[config.mk]
export PLATFORM = sky130hd
export DESIGN_NAME = mem_port_arbiter
export DESIGN_NICKNAME = d
export VERILOG_FILES = /design/src/rtl/mem_port_arbiter.sv
export SDC_FILE = /design/constraint.sdc
export NUM_CORES = 1
export LEC_CHECK = 0
export BUFFER_PORTS_ARGS = -buffer_cell sky130_fd_sc_hd__buf_2
export CAP_MARGIN = 20
export CORE_AREA = 2 2 103 105
export CTS_BUF_LIST = sky130_fd_sc_hd__clkbuf_16
export CTS_CLUSTER_DIAMETER = 30
export DETAILED_ROUTE_END_ITERATION = 8
export DIE_AREA = 0 0 105 107
export PLACE_DENSITY = 0.49
export SETUP_SLACK_MARGIN = 0.1
export SKIP_CTS_REPAIR_TIMING = 1
export SKIP_LAST_GASP = 1
export SYNTH_ARGS = -nofsm -noshare
export SYNTH_HDL_FRONTEND = slang
export SYNTH_SLANG_ARGS = --single-unit
[constraint.sdc]
create_clock -name i_clk -period 2.1 [get_ports i_clk]
set_clock_uncertainty 0.1 [all_clocks]
set_input_delay 0.105 -clock i_clk [delete_from_list [all_inputs] [get_ports i_clk]]
set_output_delay 0.105 -clock i_clk [all_outputs]
set_load 0.02 [all_outputs]
[src/rtl/mem_port_arbiter.sv]
// Shares one RAM port between CPU (loads/stores) and VGA pixel reads; grant and RAM drive are combinational,
// read data returns exactly one cycle after grant. CPU is stalled while denied, VGA simply retries.
module mem_port_arbiter #(
    parameter int WIDTH       = 32,
    parameter int MAX_VGA_RUN = 3
) (
    input  logic             i_clk,
    input  logic             i_rst_n,
    input  logic             i_cpu_req,
    input  logic             i_cpu_we,
    input  logic [WIDTH-1:0] i_cpu_addr,
    input  logic [WIDTH-1:0] i_cpu_wdata,
    output logic             o_cpu_stall,
    output logic [WIDTH-1:0] o_cpu_rdata,
    output logic             o_cpu_rvalid,
    input  logic             i_vga_req,
    input  logic [WIDTH-1:0] i_vga_addr,
    output logic [WIDTH-1:0] o_vga_rdata,
    output logic             o_vga_rvalid,
    output logic [WIDTH-1:0] o_mem_addr,
    output logic             o_mem_we,
    output logic [WIDTH-1:0] o_mem_wdata,
    input  logic [WIDTH-1:0] i_mem_rdata,
    output logic [1:0]       o_owner
);

    typedef enum logic [1:0] {
        OWN_IDLE = 2'd0,
        OWN_CPU  = 2'd1,
        OWN_VGA  = 2'd2
    } owner_e;

    localparam logic [3:0] MAX_RUN = 4'(MAX_VGA_RUN);

    owner_e     r_owner;
    owner_e     w_owner_nxt;
    logic [3:0] r_run_cnt;
    logic       r_rd_cpu;
    logic       r_rd_vga;
    logic       w_cpu_grant;
    logic       w_vga_grant;

    // Grants are suppressed while reset is held so nothing reaches the RAM.
    always_comb begin
        w_cpu_grant = 1'b0;
        w_vga_grant = 1'b0;
        w_owner_nxt = OWN_IDLE;
        o_mem_addr  = '0;
        o_mem_we    = 1'b0;
        o_mem_wdata = '0;
        if (i_rst_n) begin
            if (i_cpu_req && (!i_vga_req || r_run_cnt == MAX_RUN)) begin
                w_cpu_grant = 1'b1;
                w_owner_nxt = OWN_CPU;
                o_mem_addr  = i_cpu_addr;
                o_mem_we    = i_cpu_we;
                o_mem_wdata = i_cpu_wdata;
            end else if (i_vga_req) begin
                w_vga_grant = 1'b1;
                w_owner_nxt = OWN_VGA;
                o_mem_addr  = i_vga_addr;
            end
        end
    end

    always_ff @(posedge i_clk or negedge i_rst_n) begin
        if (!i_rst_n) begin
            r_owner <= OWN_IDLE;
        end else begin
            r_owner <= w_owner_nxt;
        end
    end

    // Counts VGA wins over a waiting CPU; any CPU grant or idle CPU restarts the run.
    always_ff @(posedge i_clk or negedge i_rst_n) begin
        if (!i_rst_n) begin
            r_run_cnt <= 4'd0;
        end else if (w_vga_grant && i_cpu_req) begin
            if (r_run_cnt != MAX_RUN) begin
                r_run_cnt <= r_run_cnt + 4'd1;
            end
        end else begin
            r_run_cnt <= 4'd0;
        end
    end

    always_ff @(posedge i_clk or negedge i_rst_n) begin
        if (!i_rst_n) begin
            r_rd_cpu <= 1'b0;
            r_rd_vga <= 1'b0;
        end else begin
            r_rd_cpu <= w_cpu_grant & ~i_cpu_we;
            r_rd_vga <= w_vga_grant;
        end
    end

    assign o_cpu_stall  = i_rst_n & i_cpu_req & ~w_cpu_grant;
    assign o_cpu_rvalid = r_rd_cpu;
    assign o_vga_rvalid = r_rd_vga;
    assign o_cpu_rdata  = r_rd_cpu ? i_mem_rdata : '0;
    assign o_vga_rdata  = r_rd_vga ? i_mem_rdata : '0;
    assign o_owner      = r_owner;

endmodule
==> results_dict.tcl, run 1 <==
set metrics [dict create \
    yosysWarnings 0 \
    grt_overflow 0 \
    violations "setup timing" \
    io_buffers 266 \
    p_leak_nw 1.88 \
    cts_tree "yes" \
    max_cap_viol_count 0 \
    grt_first_pass_wirelength_mm 9.46 \
    synth_adder_area_share 0.00962 \
    finalHoldViolCount 0 \
    design_area_um2 3060 \
    synth_area_per_cell_um2 7.65 \
    vias 2259 \
    grt_pass1_vias 2030 \
    synth-compound-area-share 0.236 \
    n_antenna_cell 0 \
    crit_path_start_kind "flip-flop" \
    grt_max_degree 54 \
    syn-num-nets 304 \
    slew_headroom 0.479 \
    maxSlewViolCount 0 \
    placed_area_um2 2720 \
    clock.fmax_mhz 454 \
    netlist_area_um2 1300 \
    setup_viol 65 \
    synth_top_family_by_area "simple AND/OR/NAND/NOR gates" \
    wl_per_cell_um 13.3 \
    track_usage 0.103 \
    finalPower_mw 0.972 \
    pin_count 267 \
    clock_sinks 7 \
    final_common_cell "buf_2" \
    core_um2 10100 \
    postRouteAntennaNets 0 \
    yosys-mux-area-fraction 0 \
    initial_core_util 0.129 \
    timing.final.crit_period_ns 2.20 \
    firstDrtPassIters 4 \
    synth_seq_cells 7 \
    drt_iter0_markers 80 \
    htreeDepth 1 \
    power_per_cell_area_nw_per_um2 317 \
    fillers 1086 \
    totalWireLength_mm 7.54 \
    clk_latency_ns 0.23 \
    syn_inst 170 \
    path_class "flip-flop to output pin" \
    area.growth.synth_to_final_pct 136 \
    synth_xor_area_frac 0.0135 \
    cts-root-buf "clkbuf_16" \
    fin_crit_sh 1.05 \
    rsz0062_at_grt "true" \
    die_area_um2 11200 \
    clk_pin_slew_ns 0.04 \
    synth-simple-area-share 0.504 \
    status "finished, violations left" \
    clockBufferDepth 2 \
    min_path_type "input pin to flip-flop" \
    final_cell_mix "buf_2, and2_1, buf_4" \
    viasPerCell 3.98 \
    rows 37 \
    cp_max_fo 17 \
    die_h_um 107 \
    ys_seq_area_frac 0.135 \
    fp.dieW_um 105 \
    ir_worst_vdd_mv 0.146 \
    final_layout_size_suffix_gt1_frac 0.653 \
    cts_buffers 3 \
    arrival_ns 2.00 \
    end_kind "output pin" \
    ys_types 19 \
    finalWeightedCongestion 0.783 \
    nNetsFinal 567 \
    dp_hpwl_mm 5.59 \
    drc 0 \
    place_ws_ns 0.106 \
    worstPathRequired_ns 1.89 \
    setup_slack_ns -0.101 \
    antenna_found_initial 0 \
    worst_pin_slew_ns 0.781 \
]
logic make-up (layout without fill, tap and decap cells):
group,after synthesis,count (layout)
and+or+nand+nor,106,106
AOI/OAI and AO/OA,34,35
buffers and inverters,20,281
DFF,7,7
xor gates and xnor gates,2,2
adders and majority gates,1,1
cells in the mapped netlist:
| library cell | count | area, um^2 |
|---|---|---|
| and2_1 | 97 | 607 |
| a22o_1 | 32 | 280 |
| clkbuf_1 | 8 | 30.0 |
| buf_6 | 7 | 78.8 |
| dfrtp_1 | 7 | 175 |
| nor2_1 | 4 | 15.0 |
| inv_1 | 3 | 11.3 |
| a21oi_2 | 1 | 8.76 |
| and2b_1 | 1 | 7.51 |
| buf_2 | 1 | 5.00 |
| buf_4 | 1 | 7.51 |
| ha_1 | 1 | 12.5 |
| nand2_1 | 1 | 3.75 |
| nand3_1 | 1 | 5.00 |
| nand4_1 | 1 | 6.26 |
| o211a_4 | 1 | 17.5 |
| or3b_4 | 1 | 11.3 |
| xnor2_1 | 1 | 8.76 |
| xor2_1 | 1 | 8.76 |
metrics by stage:
stage / util / hold slack [ns] / instances / setup TNS [ns]
final: 0.303 / 0.0879 / 568 / -4.81
after global routing: 0.303 / 0.0915 / 568 / -8.54
after CTS: 0.278 / -0.366 / 562 / -5.95
after detailed placement: 0.270 / -0.121 / 558 / 0
after global placement: 0.270 / -0.130 / 558 / 0
after floorplan: - / -0.291 / 170 / 0
path summary, 6_finish.rpt:
| kind | from | to | slack, ns | depth (start not counted) |
|---|---|---|---|---|
| max | r_run_cnt[0] | o_mem_addr[0] | -0.10 | 5 |
| min | i_cpu_we | o_cpu_rvalid | 0.09 | 2 |
| max reg2reg | r_run_cnt[0] | o_cpu_rvalid | 0.33 | 6 |
| min reg2reg | r_run_cnt[0] | r_run_cnt[0] | 0.37 | 1 |
| max in group asynchronous | i_rst_n | r_run_cnt[0] | 1.32 | 2 |
| min in group asynchronous | i_rst_n | r_run_cnt[3] | 0.33 | 2 |
flip-flops by register name, indices dropped and copies added, names as in the netlist:
register,flops
r_run_cnt,4
o_owner,2
o_cpu_rvalid,1
cell type report:
type	instances	area, um^2	area share
repair buffers	274	1600	0.524
multi-input cells	144	1020	0.334
flip-flops and latches	7	175	0.0572
well taps	136	170	0.0556
clock buffers	3	75.1	0.0245
inverters	3	11.3	0.00368
clock inverters	1	3.75	0.00123
where the power goes:
part           switching [mW]  internal, mW
Sequential            0.00469         0.139
Clock                  0.0755         0.248
Combinational           0.260         0.245
critical path, cell delays in order, from the launching register on:
cell and delay [ns]:
dfrtp_1 0.37, ha_2 0.19, or3b_4 0.44, o211a_4 0.34
a22o_1 0.26, buf_2 0.16
routing by layer:
metal	vias up	GRT usage	part of all wire
met3	4	0.0274	0.094
met5	-	0	0
met4	0	0.0305	0.0072
li1	1091	-	-
met2	155	0.213	0.55
met1	1009	0.0981	0.35
Note: power is estimated with default switching activity, not from simulation.
==> run 2: changes to the inputs <==
Settings changed: CELL_PAD_IN_SITES_DETAIL_PLACEMENT set to 1, CELL_PAD_IN_SITES_GLOBAL_PLACEMENT set to 1, CORE_AREA 2 2 103 105 to not set, CORE_MARGIN set to 1.5, CORE_UTILIZATION set to 13, DIE_AREA 0 0 105 107 to not set, PLACE_DENSITY 0.49 to 0.87.
==> run 2 against run 1 <==
Net effect:
- the run still ends with setup timing left
- core utilization grew 2.0 points
- worst hold slack lost 0.0043 ns
- flip-flop and latch count is the same
- cell count grew 0.18%
- non-clock buffer count grew 3
- combinational power grew 4.8%
- critical endpoint is now o_mem_addr[5]
- largest cell class unchanged
- highest routed layer unchanged
==> results_dict.tcl, run 2 (synthesized netlist as in run 1, its figures left out) <==
set metrics [dict create \
    dp.cells 556 \
    area.growth.synth_to_final_pct 142 \
    antenna_found_initial 0 \
    cp_max_fo 16 \
    die_h_um 103 \
    io_buffers 266 \
    min-delay-start "i_cpu_we" \
    tns_ns -4.19 \
    dp_hpwl_mm 6.60 \
    die_area_um2 10600 \
    finalNonFillerCells 569 \
    min_path_type "input pin to flip-flop" \
    n_antenna_cell 0 \
    setup_viol 65 \
    violations "setup timing" \
    core_um2 9730 \
    slowest_delay_ns 0.43 \
    slew_headroom 0.490 \
    initial_core_util 0.134 \
    fillers 1240 \
    arrival_ns 2.00 \
    multi_input_area_um2 1040 \
    status "finished, violations left" \
    switching_share 0.349 \
    pin_count 267 \
    firstDrtPassIters 4 \
    rsz0062_at_grt "true" \
    maxSlewViolCount 0 \
    crit_path_start_kind "flip-flop" \
    fp.dieW_um 103 \
    final-seq-area_um2 175 \
    grt_first_pass_wirelength_mm 9.89 \
    clk_latency_ns 0.23 \
    final_layout_size_suffix_gt1_frac 0.658 \
    grt_overflow 0 \
    clock_sinks 7 \
    end_kind "output pin" \
    rows 36 \
    cts_buffers 3 \
    top_register "r_run_cnt" \
    pwr-share-clk 0.322 \
    clock.fmax_mhz 454 \
    wl_per_cell_um 14.3 \
    max_cap_viol_count 0 \
    p_leak_nw 1.91 \
    power_per_cell_area_nw_per_um2 315 \
    p_switching_mw 0.346 \
    clk_pin_slew_ns 0.04 \
    htreeDepth 1 \
    nNetsFinal 571 \
    reg2reg_slack_ns 0.40 \
    worst_pin_slew_ns 0.765 \
    finalWeightedCongestion 0.756 \
    grt_max_degree 40 \
    vias 2311 \
    hold-path-cell-count 2 \
    path_class "flip-flop to output pin" \
    setup_slack_ns -0.102 \
    r2r-start "r_run_cnt[0]" \
    timing.final.crit_period_ns 2.20 \
    track_usage 0.120 \
    drt_iter0_markers 12 \
    finalHoldViolCount 0 \
    seqPwrFrac 0.144 \
    postRouteAntennaNets 0 \
    largest_reg_flops 4 \
    r2r_cells 4 \
    ir_worst_vdd_mv 0.248 \
    min_to "o_cpu_rvalid" \
    cts_tree "yes" \
    final_cell_mix "buf_2, and2_1, buf_4" \
    drc 0 \
    r2r_end "o_owner[1]" \
    slowest_stage "or3b_4" \
    cts-root-buf "clkbuf_16" \
    worstPathRequired_ns 1.89 \
    totalWireLength_mm 8.15 \
    worstPathCellList "ha_2 > or3b_4 > o211a_4 > a22o_1 > buf_4" \
    grt_pass1_vias 2019 \
    comb_power_share 0.534 \
    viasPerCell 4.06 \
    final_common_cell "buf_2" \
    p_int_mw 0.645 \
    fin_crit_sh 1.05 \
    hold_slack_ns 0.0835 \
    clockBufferDepth 2 \
]
==> run 2: changes by cell type in the layout (fill, tap and decap cells not counted) <==
cell and change:
buf_8 -2, clkbuf_4 +1, buf_4 +9, buf_2 -11
o211a_4 +1, and2_1 -1, buf_12 +1, buf_6 +5
and2_4 +1
==> run 2: power groups by stage <==
stage,logic (mW),clock network (mW),registers [mW]
2_1_floorplan,0.235,0,0.146
3_3_place_gp,0.463,0,0.145
3_5_place_dp,0.472,0,0.145
4_1_cts,0.473,0.327,0.144
5_1_grt,0.569,0.338,0.144
6_report,0.529,0.319,0.143
==> run 2: worst max-delay path by stage <==
stage | end | depth (start not counted) | startpoint | slack (ns)
after floorplan | o_mem_addr[10] | 6 | r_run_cnt[0] | 0.28
after global placement | o_mem_addr[21] | 5 | r_run_cnt[0] | 0.11
after detailed placement | o_mem_addr[17] | 5 | r_run_cnt[0] | 0.07
after CTS | o_mem_addr[17] | 5 | r_run_cnt[0] | -0.17
after global routing | o_mem_wdata[14] | 7 | r_run_cnt[0] | -0.15
final | o_mem_addr[5] | 5 | r_run_cnt[0] | -0.10
==> run 2: per-layer routing <==
metal,GRT usage,wire length (um),share of wire,vias to the layer above
met5,0,0,0,-
met4,0.0229,51,0.0063,0
met3,0.0359,789,0.097,6
met2,0.224,4190,0.51,156
met1,0.135,3120,0.38,1044
li1,-,-,-,1105
==> run 2: worst max-delay path: cells and delay by family, from the launching register on <==
kind	cells	cell delay, ns
adders and majority gates	1	0.20
AOI/OAI and AO/OA	2	0.61
DFF	1	0.36
buffers and inverters	1	0.16
and+or+nand+nor	1	0.43
==> run 2: metrics by stage <==
| step | power, mW | utilization | cell area [um^2] | setup slack [ns] |
|---|---|---|---|---|
| after detailed placement | 0.618 | 0.282 | 2740 | 0.0725 |
| final | 0.992 | 0.323 | 3140 | -0.102 |
| after global placement | 0.607 | 0.282 | 2740 | 0.112 |
| after floorplan | 0.381 | - | 1300 | 0.277 |
| after CTS | 0.943 | 0.290 | 2820 | -0.174 |
| after global routing | 1.05 | 0.323 | 3140 | -0.150 |
==> run 2: final cells by class <==
type                            instances  area share
Clock inverter                          1     0.00119
Tap cell                              133      0.0529
Inverter                                3     0.00358
Timing Repair Buffer                  277       0.531
Sequential cell                         7      0.0557
Clock buffer                            3      0.0239
Multi-Input combinational cell        145       0.331
